`src/rtl/if_id_stage.sv`:
```
// IF/ID pipeline register with a 2-entry skid buffer (MAIN + SKID) and synchronous flush.
// The fetch word is split into R/I fields when it is loaded, so decode reads every field straight from a flop.
module if_id_stage #(
    parameter logic [31:0] PC_INC    = 32'd1,
    parameter logic [31:0] NOP_INSTR = 32'h0
) (
    input  logic        clk,
    input  logic        reset,
    input  logic        if_valid,
    input  logic [31:0] if_pc,
    input  logic [31:0] if_instr,
    output logic        if_ready,
    input  logic        flush,
    output logic        id_valid,
    input  logic        id_ready,
    output logic [31:0] id_pc,
    output logic [31:0] id_pc_next,
    output logic [31:0] id_instr,
    output logic [5:0]  id_opcode,
    output logic [4:0]  id_rs,
    output logic [4:0]  id_rt,
    output logic [4:0]  id_rd,
    output logic [4:0]  id_shamt,
    output logic [5:0]  id_funct,
    output logic [31:0] id_imm_sext,
    output logic [31:0] id_imm_zext,
    output logic [31:0] id_count
);

    typedef enum logic [1:0] {EMPTY, FULL, SKID} state_t;

    state_t      state, state_d;
    logic [31:0] skid_pc, skid_instr;
    logic        acc, take;
    logic        main_load, skid_load;
    logic [31:0] main_pc_d, main_instr_d;

    // Both handshake flags come from the state register only, so id_ready never reaches if_ready.
    assign if_ready = (state != SKID);
    assign id_valid = (state != EMPTY);
    assign acc      = if_valid & if_ready;
    assign take     = id_valid & id_ready;

    always_comb begin
        state_d      = state;
        main_load    = 1'b0;
        skid_load    = 1'b0;
        main_pc_d    = if_pc;
        main_instr_d = if_instr;
        if (flush) begin
            // Squash: keep the PC, replace the instruction with a NOP so the fields decode to it.
            state_d      = EMPTY;
            main_load    = 1'b1;
            main_pc_d    = id_pc;
            main_instr_d = NOP_INSTR;
        end else begin
            case (state)
                EMPTY: if (acc) begin
                    state_d   = FULL;
                    main_load = 1'b1;
                end
                FULL: begin
                    if (take && acc) begin
                        main_load = 1'b1;
                    end else if (take) begin
                        state_d = EMPTY;
                    end else if (acc) begin
                        state_d   = SKID;
                        skid_load = 1'b1;
                    end
                end
                SKID: if (take) begin
                    state_d      = FULL;
                    main_load    = 1'b1;
                    main_pc_d    = skid_pc;
                    main_instr_d = skid_instr;
                end
                default: state_d = EMPTY;
            endcase
        end
    end

    always_ff @(posedge clk or posedge reset) begin
        if (reset) begin
            state       <= EMPTY;
            skid_pc     <= 32'h0;
            skid_instr  <= 32'h0;
            id_count    <= 32'h0;
            id_pc       <= 32'h0;
            id_pc_next  <= PC_INC;
            id_instr    <= NOP_INSTR;
            id_opcode   <= NOP_INSTR[31:26];
            id_rs       <= NOP_INSTR[25:21];
            id_rt       <= NOP_INSTR[20:16];
            id_rd       <= NOP_INSTR[15:11];
            id_shamt    <= NOP_INSTR[10:6];
            id_funct    <= NOP_INSTR[5:0];
            id_imm_sext <= {{16{NOP_INSTR[15]}}, NOP_INSTR[15:0]};
            id_imm_zext <= {16'h0, NOP_INSTR[15:0]};
        end else begin
            state <= state_d;
            if (take)
                id_count <= id_count + 32'd1;
            if (skid_load) begin
                skid_pc    <= if_pc;
                skid_instr <= if_instr;
            end
            if (main_load) begin
                id_pc       <= main_pc_d;
                id_pc_next  <= main_pc_d + PC_INC;
                id_instr    <= main_instr_d;
                id_opcode   <= main_instr_d[31:26];
                id_rs       <= main_instr_d[25:21];
                id_rt       <= main_instr_d[20:16];
                id_rd       <= main_instr_d[15:11];
                id_shamt    <= main_instr_d[10:6];
                id_funct    <= main_instr_d[5:0];
                id_imm_sext <= {{16{main_instr_d[15]}}, main_instr_d[15:0]};
                id_imm_zext <= {16'h0, main_instr_d[15:0]};
            end
        end
    end

endmodule

```
`config.mk`:
```
export PLATFORM = sky130hd
export DESIGN_NAME = if_id_stage
export DESIGN_NICKNAME = d
export VERILOG_FILES = /design/src/rtl/if_id_stage.sv
export SDC_FILE = /design/constraint.sdc
export NUM_CORES = 1
export LEC_CHECK = 0
export ABC_AREA = 1
export BUFFER_PORTS_ARGS = -buffer_cell sky130_fd_sc_hd__clkbuf_2
export CORE_MARGIN = 1
export CORE_UTILIZATION = 40
export DETAILED_ROUTE_END_ITERATION = 12
export GPL_TIMING_DRIVEN = 0
export SYNTH_ARGS = -nofsm -noshare
export SYNTH_HDL_FRONTEND = slang
export SYNTH_SLANG_ARGS = --single-unit
export TNS_END_PERCENT = 20
```
`constraint.sdc`:
```
create_clock -name clk -period 6 [get_ports clk]
set_input_delay 0.3 -clock clk [delete_from_list [all_inputs] [get_ports clk]]
set_output_delay 0.3 -clock clk [all_outputs]
set_load 0.01 [all_outputs]
```
==> results of run 1 <==
[Yosys cell counts, types with 3 or more instances]
master,instances,share of area (%)
nand2_1,524,18
dfrtp_1,193,44
o21ai_0,166,7.6
inv_1,121,4.2
buf_4,100,6.9
nand3_1,77,3.5
nor2_1,74,2.5
nand4_1,34,1.9
clkbuf_1,33,1.1
buf_2,24,1.1
or2_2,23,1.3
xor2_1,21,1.7
xnor2_1,14,1.1
nor2_2,11,0.63
nor3_1,10,0.46
a31oi_1,7,0.40
nor2_4,5,0.51
nand2_2,4,0.23
nand3_2,4,0.37
buf_1,3,0.10
buf_6,3,0.31
inv_2,3,0.10
nor4_1,3,0.17
[cells by family after synthesis]
group,share of synthesized area (%)
muxes,0.103
DFF,44.4
adders and majority gates,0.229
and+or+nand+nor,30.1
AOI/OAI and AO/OA,8.55
xor gates and xnor gates,2.80
other,0.0343
buffers and inverters,13.8
[power breakdown]
group / leakage [nW] / internal (mW) / switching [mW]
clock: 0.263 / 0.543 / 0.558
combinational: 4.72 / 0.412 / 0.611
sequential: 2.44 / 1.59 / 0.215
total: 7.41 / 2.54 / 1.38
[cell type report]
type | instances | share of cell area (%)
multi-input cells | 1009 | 34.6
plain buffers | 163 | 7.76
repair buffers | 277 | 10.5
inverters | 125 | 3.58
clock inverters | 13 | 0.925
well taps | 341 | 3.19
flip-flops and latches | 194 | 36.3
clock buffers | 17 | 3.18
[state kept, by name, summed over array words and instances, names as in the netlist]
register    cells
id_count       32
id_instr       32
id_pc          32
id_pc_next     32
skid_instr     32
skid_pc        32
state           2
[stage by stage]
step           hold WS, ns  worst slack, ns  power [mW]  util, %  std cells
6_report           -0.0298             3.30        3.93     49.8       2139
5_1_grt             0.0380             3.09        4.17     49.8       2139
4_1_cts             0.0171             3.38        3.95     49.8       2139
3_5_place_dp         0.464             3.40        2.85     47.8       2109
3_3_place_gp         0.460            -2.18        2.83     47.7       2108
2_1_floorplan        0.444            0.418        2.42        -       1491
[routing by layer]
layer  global-route usage [%]  up-vias  wire length (um)
met5                        0        -                 0
met3                     3.45       29              1750
li1                         -     5196                 -
met4                     5.70        0               453
met1                     35.1     4895             16200
met2                     41.4      329             16300
[path summary, 6_finish.rpt]
| path | start | endpoint | slack (ns) |
|---|---|---|---|
| setup reg to reg | state[0] | id_pc_next[30] | 3.30 |
| setup / recovery | state[0] | id_pc_next[30] | 3.30 |
| hold / removal | reset | id_count[20] | -0.03 |
| hold reg to reg | id_count[31] | id_count[31] | 0.47 |
| max in group asynchronous | reset | id_pc_next[0] | 5.10 |
| min in group clk | if_pc[22] | skid_pc[22] | 0.10 |
[worst max-delay path: cells and delay by family, from the launching register on]
family,cells,cell delay [ns]
simple gates,12,1.35
flops,1,0.45
buf+inv,2,0.30
compound gates,1,0.25
fa+ha+maj,1,0.22
[placed cells by master (no fill, tap or decap), types with 23 or more instances in the layout]
master    count
buf_2        24
buf_4       100
clkbuf_1     33
clkbuf_2    276
dfrtp_1     193
inv_1       120
nand2_1     524
nand3_1      77
nand4_1      34
nor2_1       74
o21ai_0     166
or2_2        23
==> flow_summary.ini, run 1 <==
[placed_design]
gp_congestion = 0.901
numPortBuffers = 276
dpl.hpwl_um = 26700
placed_cell_area_um2 = 12800

[timing]
fmax_ghz = 0.371
fin_crit_sh_pct = 45.0
timing.final.hold_violations = 30
worst_pin_slew_ns = 0.728
final_max_slew_viol_count = 0
final.setup.tns_ns = 0
rsz0062_at_grt = false
fin_skew_ns = 0.0120
period_minus_slack_ns = 2.70
finalSetupViolations = 0
hold_ws_ns = -0.0298
maxSlewHeadroom_pct = 51.5

[clock_tree]
cts_tree = done
cts_setup_buffers = 0
cts_made_buffers = 17
h-tree-depth = 4
root_buffer = clkbuf_16
hold_buffers = 0
path_clk_slew_ns = 0.08
insertion_delay_ns = 0.44
cts_resized = 0
clkSinkCount = 194
cts_max_path_buffers = 2

[drt]
via_count = 10400
drc = 0
wl_per_cell_um = 16.2
drtIter0Drc = 859
postRouteAntennaNets = 0
dr.pass1.iters = 6
viasPerCell = 4.88
drt_wl_total_um = 34700

[cells_and_area]
nets = 1858
regArea_um2 = 4860
nFillCells = 2759
stdcell_area_um2 = 13400
drive_gt1_share_pct = 27.3
diodes = 0
multiInputGateArea_um2 = 4630
area_delta_synth_final_pct = 22.4

[worst_setup_path]
r2r_cells = 16
critical_path_class = register to register
cpPeakStageDelay_ns = 0.45
crit_chain = inv_4 -> nand3_4 -> buf_6 -> nand2_1 -> nand2_2 -> o21ai_4 -> ha_1 -> nand3_1 -> nor2_2 -> nand2_1 -> nor2_1 -> nand2_1 -> nand2_1 -> nand2_1 -> nand2_1 -> nand2_1
cp_slowest_cell = dfrtp_1
crit_fanout = 10
start_kind = register
endpoint_kind = register
crit_top_cell = nand2_1
worstPathArrival_ns = 3.03
worstPathRequired_ns = 6.33

[yosys]
syn_inst = 1476
ys_warn_count = 0
async_reset_ff_share_pct = 100
synth-seq-cells = 194
ys.flop_type = dfrtp_1
synth-edff-count = 0
ys_types = 38
seq_area_frac_synth_pct = 44.4
synth.cell_area_um2 = 10900
syn_area_per_cell_um2 = 7.41

[global_route]
grt_pass1_wl_um = 54400
globalRouteTotalUtil_pct = 25.2
grt_max_degree = 103
grt-ovfl-total = 0
antenna_found_initial = 0
grt_pass1_vias = 9839

[run]
drv_cap = 0

[floorplan]
num_io_pins = 295
die_y_um = 167
core_um2 = 26900
std_cell_rows = 60
start_util_pct = 40.7
die_w_um = 167
die_area_um2 = 28000

[power]
peakVddDrop_mv = 0.148
power.density_nw_per_um2 = 293
power.leakage_nw = 7.41

[hold_path]
min_path_type = input pin to async pin

[outcome]
status = finished, violations left
violations = negative hold slack
No activity file was read; power rests on OpenSTA's default activity.
==> run 2: changes to the inputs <==
--- a/config.mk
+++ b/config.mk
@@ -5,12 +5,13 @@
 export SDC_FILE = /design/constraint.sdc
 export NUM_CORES = 1
 export LEC_CHECK = 0
-export ABC_AREA = 1
+export ABC_AREA = 0
 export BUFFER_PORTS_ARGS = -buffer_cell sky130_fd_sc_hd__clkbuf_2
 export CORE_MARGIN = 1
 export CORE_UTILIZATION = 40
 export DETAILED_ROUTE_END_ITERATION = 12
 export GPL_TIMING_DRIVEN = 0
+export PLACE_DENSITY = 0.67
 export SYNTH_ARGS = -nofsm -noshare
 export SYNTH_HDL_FRONTEND = slang
 export SYNTH_SLANG_ARGS = --single-unit
==> constraint.sdc (replaced) <==
create_clock -name clk -period 2.2 [get_ports clk]
set_input_delay 0.11 -clock clk [delete_from_list [all_inputs] [get_ports clk]]
set_output_delay 0.11 -clock clk [all_outputs]
set_load 0.01 [all_outputs]
==> run 2 against run 1 <==
Effect of this change: the flow finishes with violations (negative setup slack); power grew to 2.7 times the previous value; utilization is 8.3 points higher; global-route usage down 1.8 points; critical endpoint unchanged; largest cell class is now multi-input combinational cells; largest power group unchanged.
==> flow_summary.ini, run 2 <==
[outcome]
status = finished, violations left
violations = negative setup slack

[yosys]
synth-compound-area-share_pct = 8.80
syn_area_per_cell_um2 = 10.0
synthSimpleGateAreaFrac_pct = 16.7
synth_top_area_share_pct = 46.9
synth_adder_area_share_pct = 0.243
synth_mux_area_share_pct = 12.5
async_reset_ff_share_pct = 100
synth.most_common_cell = dfrtp_1
ys_types = 65
synth_top_family_by_area = simple AND/OR/NAND/NOR gates
synth.cell_area_um2 = 10300
seq_area_frac_synth_pct = 47.2
ys_top_cells_by_count = 193 x dfrtp_1, 182 x nand2_1, 97 x buf_4
ys_warn_count = 0
ys.flop_type = dfrtp_1
synthXorXnorAreaFrac_pct = 4.85
syn_inst = 1028
synth-edff-count = 0
netlist_top_cells_area = dfrtp_1 47%, mux2_2 9.3%, buf_4 7.1%
synth_area_leader_cell = dfrtp_1
synth-seq-cells = 194

[timing]
fmax_ghz = 0.331
timing.final.hold_violations = 0
final.setup.tns_ns = -15.13
final_max_slew_viol_count = 0
rsz0062_at_grt = true
maxSlewHeadroom_pct = 56.7
setup_slack_ns = -0.822
period_minus_slack_ns = 3.02
finalSetupViolations = 29
worst_pin_slew_ns = 0.632
fin_skew_ns = 0.0158
fin_crit_sh_pct = 137
hold_ws_ns = 0.0372

[run]
drv_cap = 0

[worst_setup_path]
cpPeakStageDelay_ns = 0.39
critical_path_class = register to register
crit_top_cell = buf_12
crit_fanout = 6
crit_buf_inv = 7
crit_chain = buf_6 -> nand3b_4 -> buf_12 -> buf_12 -> buf_12 -> buf_12 -> mux2i_2 -> o21ai_2 -> ha_4 -> nor3b_4 -> nand4_1 -> buf_6 -> nor4_4 -> buf_6 -> nor2b_1 -> or3_1
start_kind = register
worstPathRequired_ns = 2.51
cp_slowest_cell = dfrtp_1
cp_top_family = simple AND/OR/NAND/NOR gates
r2r_slack_ns = -0.82
worstPathArrival_ns = 3.33
endpoint_kind = register

[floorplan]
die_w_um = 162
die_y_um = 162
num_io_pins = 295
core_um2 = 25200
die_area_um2 = 26400
start_util_pct = 40.9
std_cell_rows = 58

[drt]
drc = 0
viasPerCell = 5.07
drtIter0Drc = 521
via_count = 9187
dr.pass1.iters = 5
wl_per_cell_um = 17.3
drt_wl_total_um = 31400
postRouteAntennaNets = 0

[cells_and_area]
drive_gt1_share_pct = 45.4
layout_commonest_cell = clkbuf_2
nets = 1537
stdcell_area_um2 = 14600
instances_no_fill = 1812
mostFrequentLayoutCells = 296 x clkbuf_2, 192 x dfrtp_1, 174 x nand2_1, 140 x buf_4, 81 x mux2_2
area_delta_synth_final_pct = 42.1

[global_route]
grt-ovfl-total = 0
antenna_found_initial = 3
grt_pass1_vias = 8652
globalRouteTotalUtil_pct = 23.4
grt_max_degree = 42
grt_pass1_wl_um = 47500

[power]
power.leakage_nw = 7.32
p_total_mw = 10.6
peakVddDrop_mv = 0.424
power.density_nw_per_um2 = 722

[placed_design]
place_inst = 1655
dpl.hpwl_um = 22000
gp_congestion = 0.885
numPortBuffers = 277
placed_cell_area_um2 = 12300

[clock_tree]
cts_made_buffers = 17
cts_max_path_buffers = 2
root_buffer = clkbuf_16
cts_tree = done
insertion_delay_ns = 0.44
path_clk_slew_ns = 0.07
clkSinkCount = 194
h-tree-depth = 4

[hold_path]
min_path_type = input pin to register
## run 2: area by class of cell
class,count,area (um^2)
antenna,3,7.51
buffer,151,1130
clock buffer,18,429
clock inverter,14,170
fill,2114,10600
inverter,6,28.8
multi-input combinational,691,4940
sequential,194,4860
tap,330,413
timing repair buffer,405,2650
## run 2: cells by family (layout without fill, tap and decap cells)
group,Yosys count,in the layout
buffers and inverters,158,594
XOR/XNOR,57,57
other,1,19
multiplexers,117,117
flip-flops,194,194
AO/OA/AOI/OAI,127,127
adder cells (fa/ha/maj),2,2
AND/OR/NAND/NOR,372,372
## run 2: worst register-to-register path, stage by stage (launching register included)
cell      delay (ns)
dfrtp_1         0.39
buf_6           0.13
nand3b_4        0.16
buf_12          0.14
buf_12          0.12
buf_12          0.12
buf_12          0.12
mux2i_2         0.15
o21ai_2         0.23
ha_4            0.17
nor3b_4         0.20
nand4_1         0.13
buf_6           0.17
nor4_4          0.15
buf_6           0.17
nor2b_1         0.05
or3_1           0.31
## run 2: report_power, final
part | leakage, nW | switching [mW] | internal, mW
clock network | 0.294 | 1.55 | 1.64
registers | 2.43 | 0.554 | 4.22
logic | 4.60 | 1.28 | 1.33
## run 2: worst paths after layout
check                              from  cells after the start        endpoint
min in group asynchronous         reset                      3     id_instr[2]
min reg2reg                id_count[31]                      1    id_count[31]
max reg2reg                    state[0]                     16  id_pc_next[30]
min                            id_ready                      3        state[1]
max in group asynchronous         reset                      6   id_pc_next[0]
max                            state[0]                     16  id_pc_next[30]
## run 2: metrics by stage
| stage | setup slack, ns | util [%] |
|---|---|---|
| 2_1_floorplan | -0.837 | - |
| 3_3_place_gp | -2.29 | 48.4 |
| 3_5_place_dp | -2.23 | 48.8 |
| 4_1_cts | -0.879 | 55.8 |
| 5_1_grt | -0.932 | 58.1 |
| 6_report | -0.822 | 58.1 |
## run 2: metal layers
layer | up-vias | global-route usage [%] | part of all wire [%]
li1 | 4319 | - | -
met1 | 4426 | 29.9 | 42
met2 | 389 | 39.5 | 49
met3 | 53 | 4.41 | 6.6
met4 | 0 | 7.80 | 2.2
met5 | - | 0 | 0
## run 2: what timing repair did
item,4_1_cts,5_1_grt
gates resized for setup,84,100
hold buffers,66,0
setup buffers,27,31
endpoints found under the hold margin,114,0
setup endpoints to repair,166,152
pin swaps,13,42
